$ cat config.mk
export PLATFORM = sky130hd
export DESIGN_NAME = hfifo
export DESIGN_NICKNAME = d
export VERILOG_FILES = /design/src/rtl/hfifo.sv
export SDC_FILE = /design/constraint.sdc
export NUM_CORES = 1
export LEC_CHECK = 0
export BUFFER_PORTS_ARGS = -buffer_cell sky130_fd_sc_hd__buf_2
export CAP_MARGIN = 30
export CORE_ASPECT_RATIO = 1.25
export CORE_UTILIZATION = 25
export DETAILED_ROUTE_END_ITERATION = 8
export SYNTH_ARGS = -nofsm -noshare
export SYNTH_HDL_FRONTEND = slang
export SYNTH_SLANG_ARGS = --single-unit
$ cat constraint.sdc
create_clock -name clk -period 1.9 [get_ports clk]
set_input_delay 0.57 -clock clk [delete_from_list [all_inputs] [get_ports clk]]
set_output_delay 0.57 -clock clk [all_outputs]
set_load 0.005 [all_outputs]
$ cat src/rtl/hfifo.sv
// hfifo: DEPTH-entry FIFO with four-phase (return-to-zero) req/ack handshakes
// on producer and consumer sides. An optional synchroniser chain sits on r_i
// and on a_o so either side may be asynchronous to clk. The d_o register is a
// holding stage in addition to the DEPTH storage entries.
module hfifo #(
   parameter int             N        = 1,
   parameter int             DEPTH    = 4,
   parameter logic [N-1:0]   RdataVal = {N{1'b0}},
   parameter int             SYNC     = 0
) (
   input  logic                       clk,
   input  logic                       rst,
   input  logic                       r_i,
   output logic                       a_i,
   input  logic [N-1:0]               d_i,
   output logic                       r_o,
   input  logic                       a_o,
   output logic [N-1:0]               d_o,
   output logic [$clog2(DEPTH+1)-1:0] level
);

   localparam int LW = $clog2(DEPTH + 1);
   localparam int PW = (DEPTH > 1) ? $clog2(DEPTH) : 1;
   localparam logic [LW-1:0] DEPTH_LV = LW'(DEPTH);
   localparam logic [PW-1:0] LAST_PTR = PW'(DEPTH - 1);

   localparam logic       IN_IDLE  = 1'b0;
   localparam logic       IN_ACK   = 1'b1;
   localparam logic [1:0] OUT_IDLE = 2'd0;
   localparam logic [1:0] OUT_REQ  = 2'd1;
   localparam logic [1:0] OUT_RTZ  = 2'd2;

   logic             rs;
   logic             as;
   logic             in_state;
   logic [1:0]       out_state;
   logic [PW-1:0]    wptr;
   logic [PW-1:0]    rptr;
   logic [N-1:0]     mem [DEPTH];
   logic             push;
   logic             pop;

   // Pointers wrap explicitly at DEPTH-1 so any DEPTH works.
   function automatic logic [PW-1:0] ptr_inc(input logic [PW-1:0] p);
      if (p == LAST_PTR) begin
         return {PW{1'b0}};
      end else begin
         return p + PW'(1);
      end
   endfunction

   generate
      if (SYNC == 0) begin : g_nosync
         assign rs = r_i;
         assign as = a_o;
      end else begin : g_sync
         logic [SYNC-1:0] r_sync;
         logic [SYNC-1:0] a_sync;
         // Shift chains bringing r_i and a_o into the clk domain.
         always_ff @(posedge clk) begin
            if (rst) begin
               r_sync <= {SYNC{1'b0}};
               a_sync <= {SYNC{1'b0}};
            end else begin
               r_sync[0] <= r_i;
               a_sync[0] <= a_o;
               for (int i = 1; i < SYNC; i++) begin
                  r_sync[i] <= r_sync[i-1];
                  a_sync[i] <= a_sync[i-1];
               end
            end
         end
         assign rs = r_sync[SYNC-1];
         assign as = a_sync[SYNC-1];
      end
   endgenerate

   // Push/pop decisions both use the current level, so a pop never frees a
   // slot for a push at the same edge.
   always_comb begin
      push = 1'b0;
      pop  = 1'b0;
      if ((in_state == IN_IDLE) && rs && (level < DEPTH_LV)) begin
         push = 1'b1;
      end else begin
         push = 1'b0;
      end
      if ((out_state == OUT_IDLE) && (level != {LW{1'b0}})) begin
         pop = 1'b1;
      end else begin
         pop = 1'b0;
      end
   end

   // Storage write; entries are not cleared, reset only discards them via pointers.
   always_ff @(posedge clk) begin
      if (push) begin
         mem[wptr] <= d_i;
      end
   end

   // Input handshake FSM, write pointer; a_i is the state flop itself.
   always_ff @(posedge clk) begin
      if (rst) begin
         in_state <= IN_IDLE;
         wptr     <= {PW{1'b0}};
      end else begin
         case (in_state)
            IN_IDLE: begin
               if (push) begin
                  wptr     <= ptr_inc(wptr);
                  in_state <= IN_ACK;
               end
            end
            IN_ACK: begin
               if (!rs) begin
                  in_state <= IN_IDLE;
               end
            end
            default: in_state <= IN_IDLE;
         endcase
      end
   end

   // Output handshake FSM, read pointer and the d_o holding register.
   always_ff @(posedge clk) begin
      if (rst) begin
         out_state <= OUT_IDLE;
         rptr      <= {PW{1'b0}};
         d_o       <= RdataVal;
      end else begin
         case (out_state)
            OUT_IDLE: begin
               if (pop) begin
                  d_o       <= mem[rptr];
                  rptr      <= ptr_inc(rptr);
                  out_state <= OUT_REQ;
               end
            end
            OUT_REQ: begin
               if (as) begin
                  out_state <= OUT_RTZ;
               end
            end
            OUT_RTZ: begin
               if (!as) begin
                  out_state <= OUT_IDLE;
               end
            end
            default: out_state <= OUT_IDLE;
         endcase
      end
   end

   // Occupancy of the storage array (the d_o register is not counted).
   always_ff @(posedge clk) begin
      if (rst) begin
         level <= {LW{1'b0}};
      end else begin
         case ({push, pop})
            2'b10:   level <= level + LW'(1);
            2'b01:   level <= level - LW'(1);
            default: level <= level;
         endcase
      end
   end

   assign a_i = (in_state == IN_ACK);
   assign r_o = (out_state == OUT_REQ);

endmodule

Yosys cells after proc, flatten, opt, wreduce, memory -nomap -nowiden
Memory sizes are Yosys's and may differ from the RTL's. A register that Yosys moved wholly into a read port is not among the register bits.
Index checks and enable logic that the tools add are counted.
{"block": "totals", "regBits": 10, "out_inout_bits": 6, "word_cells": 43, "n_memories": 1, "mem_bits_rw": 4, "input_bits": 5}
{"name": "mem", "words": 4, "width": 1, "read_ports": 1, "rd_clocked_by_memory_dff": 1, "wr": 1, "line_no": "39", "source": "logic [N-1:0] mem [DEPTH];"}
{"block": "classes", "mux": 13, "n_bitwise": 1, "add_sub_neg": 4, "n_eq_ne": 9, "order_cmp": 1, "n_reduce_logical": 9}
{"op": "2-bit 2-to-1 mux", "n": 5}
{"op": "2-bit equality test, second input constant", "n": 4}
{"op": "2-bit case mux with 3 select lines", "n": 1}
{"op": "3-bit case mux with 2 select lines", "n": 1}
{"op": "1-bit 2-to-1 mux", "n": 5}
{"op": "2-bit by 1-bit adder with 2-bit output, second input constant", "n": 2}
{"op": "2-bit by 1-bit equality test with 1-bit output, second input constant", "n": 2}
{"op": "2-bit != test, second input constant", "n": 2}
{"op": "2-bit AND reduction", "n": 2}
{"op": "3-bit by 1-bit adder with 3-bit output, second input constant", "n": 1}
{"op": "1-bit logical AND", "n": 3}
{"op": "3-bit less-than comparator, second input constant", "n": 1}
{"op": "3-bit AND reduction", "n": 1}
{"op": "3-bit nonzero test", "n": 1}
{"op": "3-bit by 1-bit subtractor with 3-bit output, second input constant", "n": 1}
{"op": "2-bit zero test", "n": 1}
{"op": "2-bit by 1-bit != test with 1-bit output, second input constant", "n": 1}
{"op": "1-bit case mux with 2 select lines", "n": 1}
{"op": "2-bit nonzero test", "n": 1}
{"op": "1-bit inverter", "n": 1}

Logic depth before layout (Yosys ltp)
Gate-level depths: netlist of run 1.
{"block": "logic_depth", "depth_word": 6, "depth_mapped": 8, "depth_no_buf": 8}

Worst setup path after synthesis of run 1
Ideal clock, no wire load.
{"block": "synth_path", "path_kind": "input port to flip-flop", "startpoint": "input r_i", "endpoint": "register level[2]", "setup_slack_ps": -113, "t_arrival_ps": 1943, "stages": 8, "required_ps": 1830, "cell_sequence": "nor3b_2 inv_1 ha_1 inv_1 fa_1 xor2_1 or3_1 a21oi_1"}
{"block": "synth_via", "elab_chain_cells": 5, "elab_cells_between_ends": 7, "cone_classes": "2 x eq/ne; 2 x mux; 3 x reduce/logical"}
{"item": "from (decl)", "line_no": "13", "source": "input logic r_i,"}
{"item": "1-bit logical AND (*) (2 in a row)", "line_no": "83", "source": "if ((in_state == IN_IDLE) && rs && (level < DEPTH_LV)) begin"}
{"item": "1-bit 2-to-1 mux (*)", "line_no": "83"}
{"item": "2-bit by 1-bit equality test with 1-bit output or 2-bit equality test (tied branches)", "line_no": "160", "source": "case ({push, pop})"}
{"item": "3-bit case mux with 2 select lines or 2-bit nonzero test (tied branches)"}
{"item": "to (signal assigned)", "line_no": "161", "source": "2'b10: level <= level + LW'(1);"}
{"item": "to (signal assigned)", "line_no": "162", "source": "2'b01: level <= level - LW'(1);"}
{"item": "to (signal assigned)", "line_no": "163", "source": "default: level <= level;"}
{"item": "to (decl)", "line_no": "19", "source": "output logic [$clog2(DEPTH+1)-1:0] level"}
Every way passes the cells marked *; elsewhere a longest branch is shown, timed or not.
A chain may end at the register's enable or synchronous reset.

Final worst setup path of run 1
{"block": "layout_path", "startpoint": "register out_state[0]", "endpoint": "register level[2]"}
{"block": "layout_via", "elab_chain_cells": 5, "elab_cells_between_ends": 7, "cone_classes": "2 x eq/ne; 2 x mux; 3 x reduce/logical"}
{"item": "from (decl)", "line_no": "36", "source": "logic [1:0] out_state;"}
{"item": "from (signal assigned)", "line_no": "128", "source": "out_state <= OUT_IDLE;"}
{"item": "from (signal assigned)", "line_no": "137", "source": "out_state <= OUT_REQ;"}
{"item": "from (signal assigned)", "line_no": "142", "source": "out_state <= OUT_RTZ;"}
{"item": "2-bit zero test (*)", "line_no": "88", "source": "if ((out_state == OUT_IDLE) && (level != {LW{1'b0}})) begin"}
{"item": "1-bit logical AND (*)", "line_no": "88"}
{"item": "1-bit 2-to-1 mux (*)", "line_no": "88"}
{"item": "2-bit by 1-bit equality test with 1-bit output or 2-bit equality test (tied branches)", "line_no": "160"}
{"item": "3-bit case mux with 2 select lines or 2-bit nonzero test (tied branches)"}
Marked as above.

==> impl_results.md, run 1 <==
- Status: completed
- Hold path depth: 2
- Yosys top cell area share: 30.19%
- Reg2reg path depth: 8
- Placed Cells: around 120
- CTS clock-pin slew for the worst setup and hold paths: roughly 0.09 ns
- Vias: 539
- CP arrival: 2.08 ns
- Netlist cell types: 23
- DRC viols: 0
- Type of origin of the critical path: register
- Detailed Place HPWL: 1083 µm
- HP Class: reg -> reg
- Worst vdd ir: 0.5269 mV
- Antenna Nets Post-Route: 0
- Post-CTS setup buffer count: 0
- NetSw: 440.6 µW
- Flop pwr share: between 30% and 40%
- Share of layout cells above drive strength 1: 35.11%
- CTS sink count: 15
- Clk_lat worst skew: 0.28 ns
- Initial Util: 26.69%
- Hold Violations, Final: 0
- CTS root buffer: clkbuf_4
- Fin crit share: 98.12%
- Final clock skew: 0.0009574 ns
- Syn-to-layout area delta: 31.05%
- Routed len/inst: 10.13 µm
- Die Footprint: 0.003139 mm²
- Num rows: 21
- Hold path endpoint: d_o
- CTS tree: yes
- Drt total wl: 1296 µm
- Reg2Reg Launch Point: out_state[0]
- Reg-to-reg endpoint: level[2]
- Pint: between 800 and 900 µW
- Cells after Synth: just over 70
- First-pass GRT wire length: between 2000 and 2500 µm
- Total power: 1276 µW
- Global route overflow: 0
- Count of pins over their slew limit: 0
- Non-Filler Instances: 128
- Post-Synthesis Cell Area: 729.5 µm²
- Minimum clock period: 1.864 ns
- Leakage: 0.0004222 µW
- Synthesized flop and latch total: 15
- Placement Cell Area: 904.6 µm²
- Max_slew headroom: between 70 and 80%
- Fmax: 536.4 MHz
- Final Cell Area: 955.9 µm²
- RePlAce Congestion: 0.7001
- # nets final: 107
- RSZ-0062 raised after global routing: true
- Clk buf depth: 2
- Syn Nets: 83
- Max_cap viols: 0
- DIE WIDTH: 50.32 µm
- Crit Path Class: reg -> reg
- Die Ht: roughly 62 µm
- H-Tree Depth: 1
- IO buf count: 10
- Top cells by area, synth: dfxtp_1 (30%), edfxtp_1 (16%), ha_1 (10%)
- Measured slew at the worst slew-check pin: between 0.4 and 0.5 ns
- Switching Fraction: 34.53%
- Mean Syn Cell Area: around 10 µm²
- Number of vias per cell: 4.211
- Worst hold slack: 0.4880 ns
- Part of the power in combinational logic: 49.9%
- Sequential fraction of the synthesis area: 46.66%
- Reg-to-reg setup timing slack: 0.04 ns
- Total CTS buffers: 3
- HP Start: d_o
- Initial antenna violation count: 0
- Io pins: 11
- GR Util All Layers: 9.866%
- Post-cts hold buffer count: 0
- N_diodes: 0
- Final TNS setup: 0 ns
- Crit. End Element: register
- Yosys warnings: 0
- Iteration-0 DRC count of the detailed router: 5
- Cell Pwr Density: 1335 mW/mm²
- Vias in the first global route: 552
- Clock share of power: between 10% and 20%
- Placeable core region: 0.002733 mm²
- Largest net degree at the start of global routing: 10
- Cell taking the most area after synthesis: dfxtp_1
- # setup viols final: 0
- Crit path max fanout: 2
- Initial DRT Pass Iterations: 2
- CP Data Required Time: 2.12 ns
==> power by group through the flow <==
| stage | registers (µW) | logic, µW | clock network (µW) |
|---|---|---|---|
| 6_report | 460 | 636 | 179 |
| 5_1_grt | 474 | 714 | 212 |
| 4_1_cts | 460 | 638 | 187 |
| 3_5_place_dp | 468 | 588 | 0 |
| 3_3_place_gp | 463 | 559 | 0 |
| 2_1_floorplan | 475 | 337 | 0 |
==> cells by family after synthesis <==
group	after synthesis	synth area share, %
buffers and inverters	8	4.117
AO/OA/AOI/OAI	10	7.204
adder cells (fa/ha/maj)	7	13.04
multiplexers	3	5.832
flip-flops	15	46.66
AND/OR/NAND/NOR	25	19.55
XOR/XNOR	3	3.603
==> worst max path at each step <==
| stage | from | slack, ns | to |
|---|---|---|---|
| 2_1_floorplan | r_i | -0.04 | level[2] |
| 6_report | out_state[0] | 0.04 | level[2] |
| 4_1_cts | out_state[0] | 0.01 | level[2] |
| 5_1_grt | out_state[0] | -0.08 | level[2] |
| 3_5_place_dp | r_i | -0.19 | level[2] |
| 3_3_place_gp | r_i | -0.13 | level[2] |
==> placed cells by master (no fill, tap or decap), types with 2 or more instances in the layout <==
cell	count
a21oi_1	4
and2_1	4
and3_1	2
buf_2	10
buf_4	10
clkbuf_4	3
dfxtp_1	9
dfxtp_2	2
edfxtp_1	4
ha_1	5
inv_1	7
mux2i_1	2
nand3_1	2
nor2_1	7
nor2b_1	2
o21ai_0	4
or3_1	2
xor2_1	3
==> critical path, cell delays in order, from the launching register on <==
cell,delay [ns]
dfxtp_2,0.33
or2_4,0.25
nor2_4,0.11
ha_4,0.14
inv_1,0.04
fa_2,0.33
xor2_1,0.16
or3_1,0.32
a21oi_2,0.11
==> stage by stage <==
step	util [%]	worst slack [ns]
2_1_floorplan	-	-0.03591
3_3_place_gp	33.10	-0.1259
3_5_place_dp	33.10	-0.1905
4_1_cts	34.75	0.01218
5_1_grt	34.98	-0.08254
6_report	34.98	0.03577
==> sequential cells by signal, indices dropped and copies added (netlist names) <==
register   flops
mem            4
level          3
out_state      2
rptr           2
wptr           2
a_i            1
d_o            1
==> Yosys cell counts (all sizes together) <==
library cell / n
a21oi: 5
and2: 4
and3: 2
clkbuf: 1
dfxtp: 11
edfxtp: 4
fa: 1
ha: 6
inv: 7
mux2i: 2
mux4: 1
nand2b: 1
nand3: 2
nor2: 8
nor2b: 2
nor3: 1
nor3b: 1
o21a: 1
o21ai: 4
or2: 1
or3: 2
or4: 1
xor2: 3
==> per-layer routing <==
metal | track usage [%] | share of wire (%) | up-vias | wire length, µm
met5 | 0 | 0 | - | 0
met1 | 11.30 | 42 | 247 | 547
met2 | 15.67 | 54 | 6 | 699
met4 | 7.292 | 2.1 | 0 | 27
li1 | - | - | 284 | -
met3 | 2.190 | 1.7 | 2 | 22
==> area by class of cell <==
type / instances / area [µm²]
inverter: 7 / 26.28
fill: 284 / 1777
multi-input combinational: 48 / 391.6
clock buffer: 3 / 22.52
timing repair buffer: 20 / 125.1
clock inverter: 1 / 5.005
sequential: 15 / 342.8
tap: 34 / 42.54
==> what timing repair did <==
| action | in CTS | in global routing |
|---|---|---|
| resized for setup | 3 | 3 |
| setup endpoints to repair | 1 | 1 |
| pin swaps | 1 | 1 |
Power figures use the tool's default switching activity.
==> run 2, diff against run 1 <==
Settings changed: CELL_PAD_IN_SITES_DETAIL_PLACEMENT set to 1, CELL_PAD_IN_SITES_GLOBAL_PLACEMENT set to 1, PLACE_DENSITY_LB_ADDON set to 0.1.
==> impl_results.md, run 2 (synthesis gave the netlist of run 1 again) <==
- Crit. End Element: register
- Leakage: 0.0004187 µW (-0.83%)
- Die Footprint: 0.003139 mm² (unchanged)
- # setup viols final: 0 (unchanged)
- Clock share of power: 14.0% (about the same)
- Placement Cell Area: 904.6 µm² (unchanged)
- Reg-to-reg setup timing slack: 0.04 ns (about the same)
- Part of the power in combinational logic: 50.5% (+0.6 points)
- DRC viols: 0 (unchanged)
- Pint: 838.4 µW (+0.38%)
- CTS root buffer: clkbuf_4
- Post-CTS setup buffer count: 0 (unchanged)
- Total CTS buffers: 3 (unchanged)
- Critical Path Slowest Stage Cell: fa_2
- Reg2reg path depth: 8 (unchanged)
- CTS sink count: 15 (unchanged)
- Regs by FF count: mem (4), level (3)
- Cell Pwr Density: 1351 mW/mm² (+1.2%)
- Vias: 560 (+3.9%)
- Max_slew headroom: 71.83% (-0.52 points)
- Share of layout cells above drive strength 1: 31.91% (-3.2 points)
- Number of vias per cell: 4.375 (+3.9%)
- HP Class: reg -> reg
- Antenna Nets Post-Route: 0 (unchanged)
- Initial DRT Pass Iterations: 4 (+2)
- Type of origin of the critical path: register
- First-pass GRT wire length: 2615 µm (+15%)
- Worst vdd ir: 0.4413 mV (-16%)
- Syn-to-layout area delta: 30.53%
- IO buf count: 10 (unchanged)
- Clk_lat worst skew: 0.28 ns (about the same)
- Reg-to-reg endpoint: level[2]
- Hold path depth: 2 (unchanged)
- Final Cell Area: 952.2 µm² (-0.39%)
- Num rows: 21 (unchanged)
- Hold path endpoint: d_o
- RSZ-0062 raised after global routing: true
- Final clock skew: 0.001776 ns (+0.0008190 ns)
- Fmax: 538.1 MHz (+0.32%)
- Status: completed
- CP Data Required Time: 2.12 ns (about the same)
- Initial Util: 26.69% (unchanged)
- NetSw: 447.8 µW (+1.6%)
- Largest Register: mem
- Most frequent cells in the layout: dfxtp_1 (11), buf_2 (10), buf_4 (10)
- DIE WIDTH: 50.32 µm (unchanged)
- Highest cell delay on the worst timing path: 0.33 ns (about the same)
- Routed len/inst: 11.54 µm (+14%)
- Max reg flops: 4 (unchanged)
- Iteration-0 DRC count of the detailed router: 6 (+1)
- Flop pwr share: 35.5% (-0.6 points)
- CTS clock-pin slew for the worst setup and hold paths: 0.09 ns (about the same)
- Placeable core region: 0.002733 mm² (unchanged)
- Crit Path Class: reg -> reg
- Die Ht: 62.39 µm (unchanged)
- Initial antenna violation count: 0 (unchanged)
- Measured slew at the worst slew-check pin: 0.4193 ns (+0.007692 ns)
- Io pins: 11 (unchanged)
- Count of pins over their slew limit: 0 (unchanged)
- # nets final: 107 (unchanged)
- Detailed Place HPWL: 1186 µm (+9.5%)
- RePlAce Congestion: 0.6518 (-6.9%)
- Max_cap viols: 0 (unchanged)
- Vias in the first global route: 593 (+7.4%)
- Drt total wl: 1477 µm (+14%)
- Minimum clock period: 1.858 ns (-0.005898 ns)
- Reg2Reg Launch Point: out_state[0]
- CP cell instances: or2_4, nor2_4, ha_4, inv_1, fa_2, xor2_1, or3_1, a21oi_2
- Fin crit share: 97.81% (-0.31 points)
- HP Start: d_o
- H-Tree Depth: 1 (unchanged)
- Final TNS setup: 0 ns (unchanged)
- Switching Fraction: 34.82% (+0.28 points)
- Most common cell after layout, fill and taps aside: dfxtp_1
- Crit path max fanout: 2 (unchanged)
- Clk buf depth: 2 (unchanged)
- Hold Violations, Final: 0 (unchanged)
- GR Util All Layers: 11.09% (+1.2 points)
- CTS tree: yes
- Global route overflow: 0 (unchanged)
- CP top delay family: simple AND/OR/NAND/NOR gates
- Post-route core utilization: 34.84% (-0.14 points)
- CP arrival: 2.08 ns (about the same)
- N_diodes: 0 (unchanged)
- Largest net degree at the start of global routing: 10 (unchanged)
- Buf/Inv on CP: 1 (unchanged)
## run 2: per-layer routing
layer	global-route usage [%]	part of all wire, %	up-vias
met2	19.00	53	4
met5	0	0	-
met4	5.208	0.81	0
met3	2.190	1.6	2
met1	12.92	44	270
li1	-	-	284
## run 2: through the flow
| stage | total power [µW] | setup slack, ns | instances | hold slack, ns |
|---|---|---|---|---|
| 5_1_grt | 1415 | -0.05442 | 128 | 0.4884 |
| 3_3_place_gp | 1051 | -0.1250 | 124 | 0.4605 |
| 4_1_cts | 1320 | 0.001658 | 128 | 0.4985 |
| 3_5_place_dp | 1076 | -0.1806 | 124 | 0.4937 |
| 6_report | 1286 | 0.04167 | 128 | 0.4927 |
| 2_1_floorplan | 811.9 | -0.03591 | 71 | 0.4701 |
## run 2: worst min-delay path, delay by kind of cell (launching register included)
family | cells | cell delay [ns]
AOI/OAI and AO/OA | 2 | 0.14
DFF | 1 | 0.32
## run 2: layout make-up
cell class | instances | area [µm²]
Inverter | 7 | 26.28
Sequential cell | 15 | 340.3
Timing Repair Buffer | 20 | 125.1
Tap cell | 34 | 42.54
Fill cell | 330 | 1780
Clock buffer | 4 | 26.28
Multi-Input combinational cell | 48 | 391.6
## run 2: how the worst max path moves through the flow
stage | from | to | depth (start not counted)
floorplan | r_i | level[2] | 8
global placement | r_i | level[2] | 9
detailed placement | r_i | level[2] | 9
CTS | out_state[0] | level[2] | 8
global route | out_state[0] | level[2] | 8
finish | out_state[0] | level[2] | 8
## run 2: repair_timing
action | 4_1_cts | 5_1_grt
gates resized for setup | 3 | 1
hold buffers | 0 | 0
endpoints found under the hold margin | 0 | 0
setup endpoints to repair | 1 | 1
pin swaps | 1 | 1
## run 2: power groups by stage
stage,Sequential (µW),Clock (µW),Combinational [µW]
floorplan,475,0,337
detailed placement,465,0,611
global placement,463,0,588
finish,456,180,650
CTS,457,199,663
global route,466,215,734
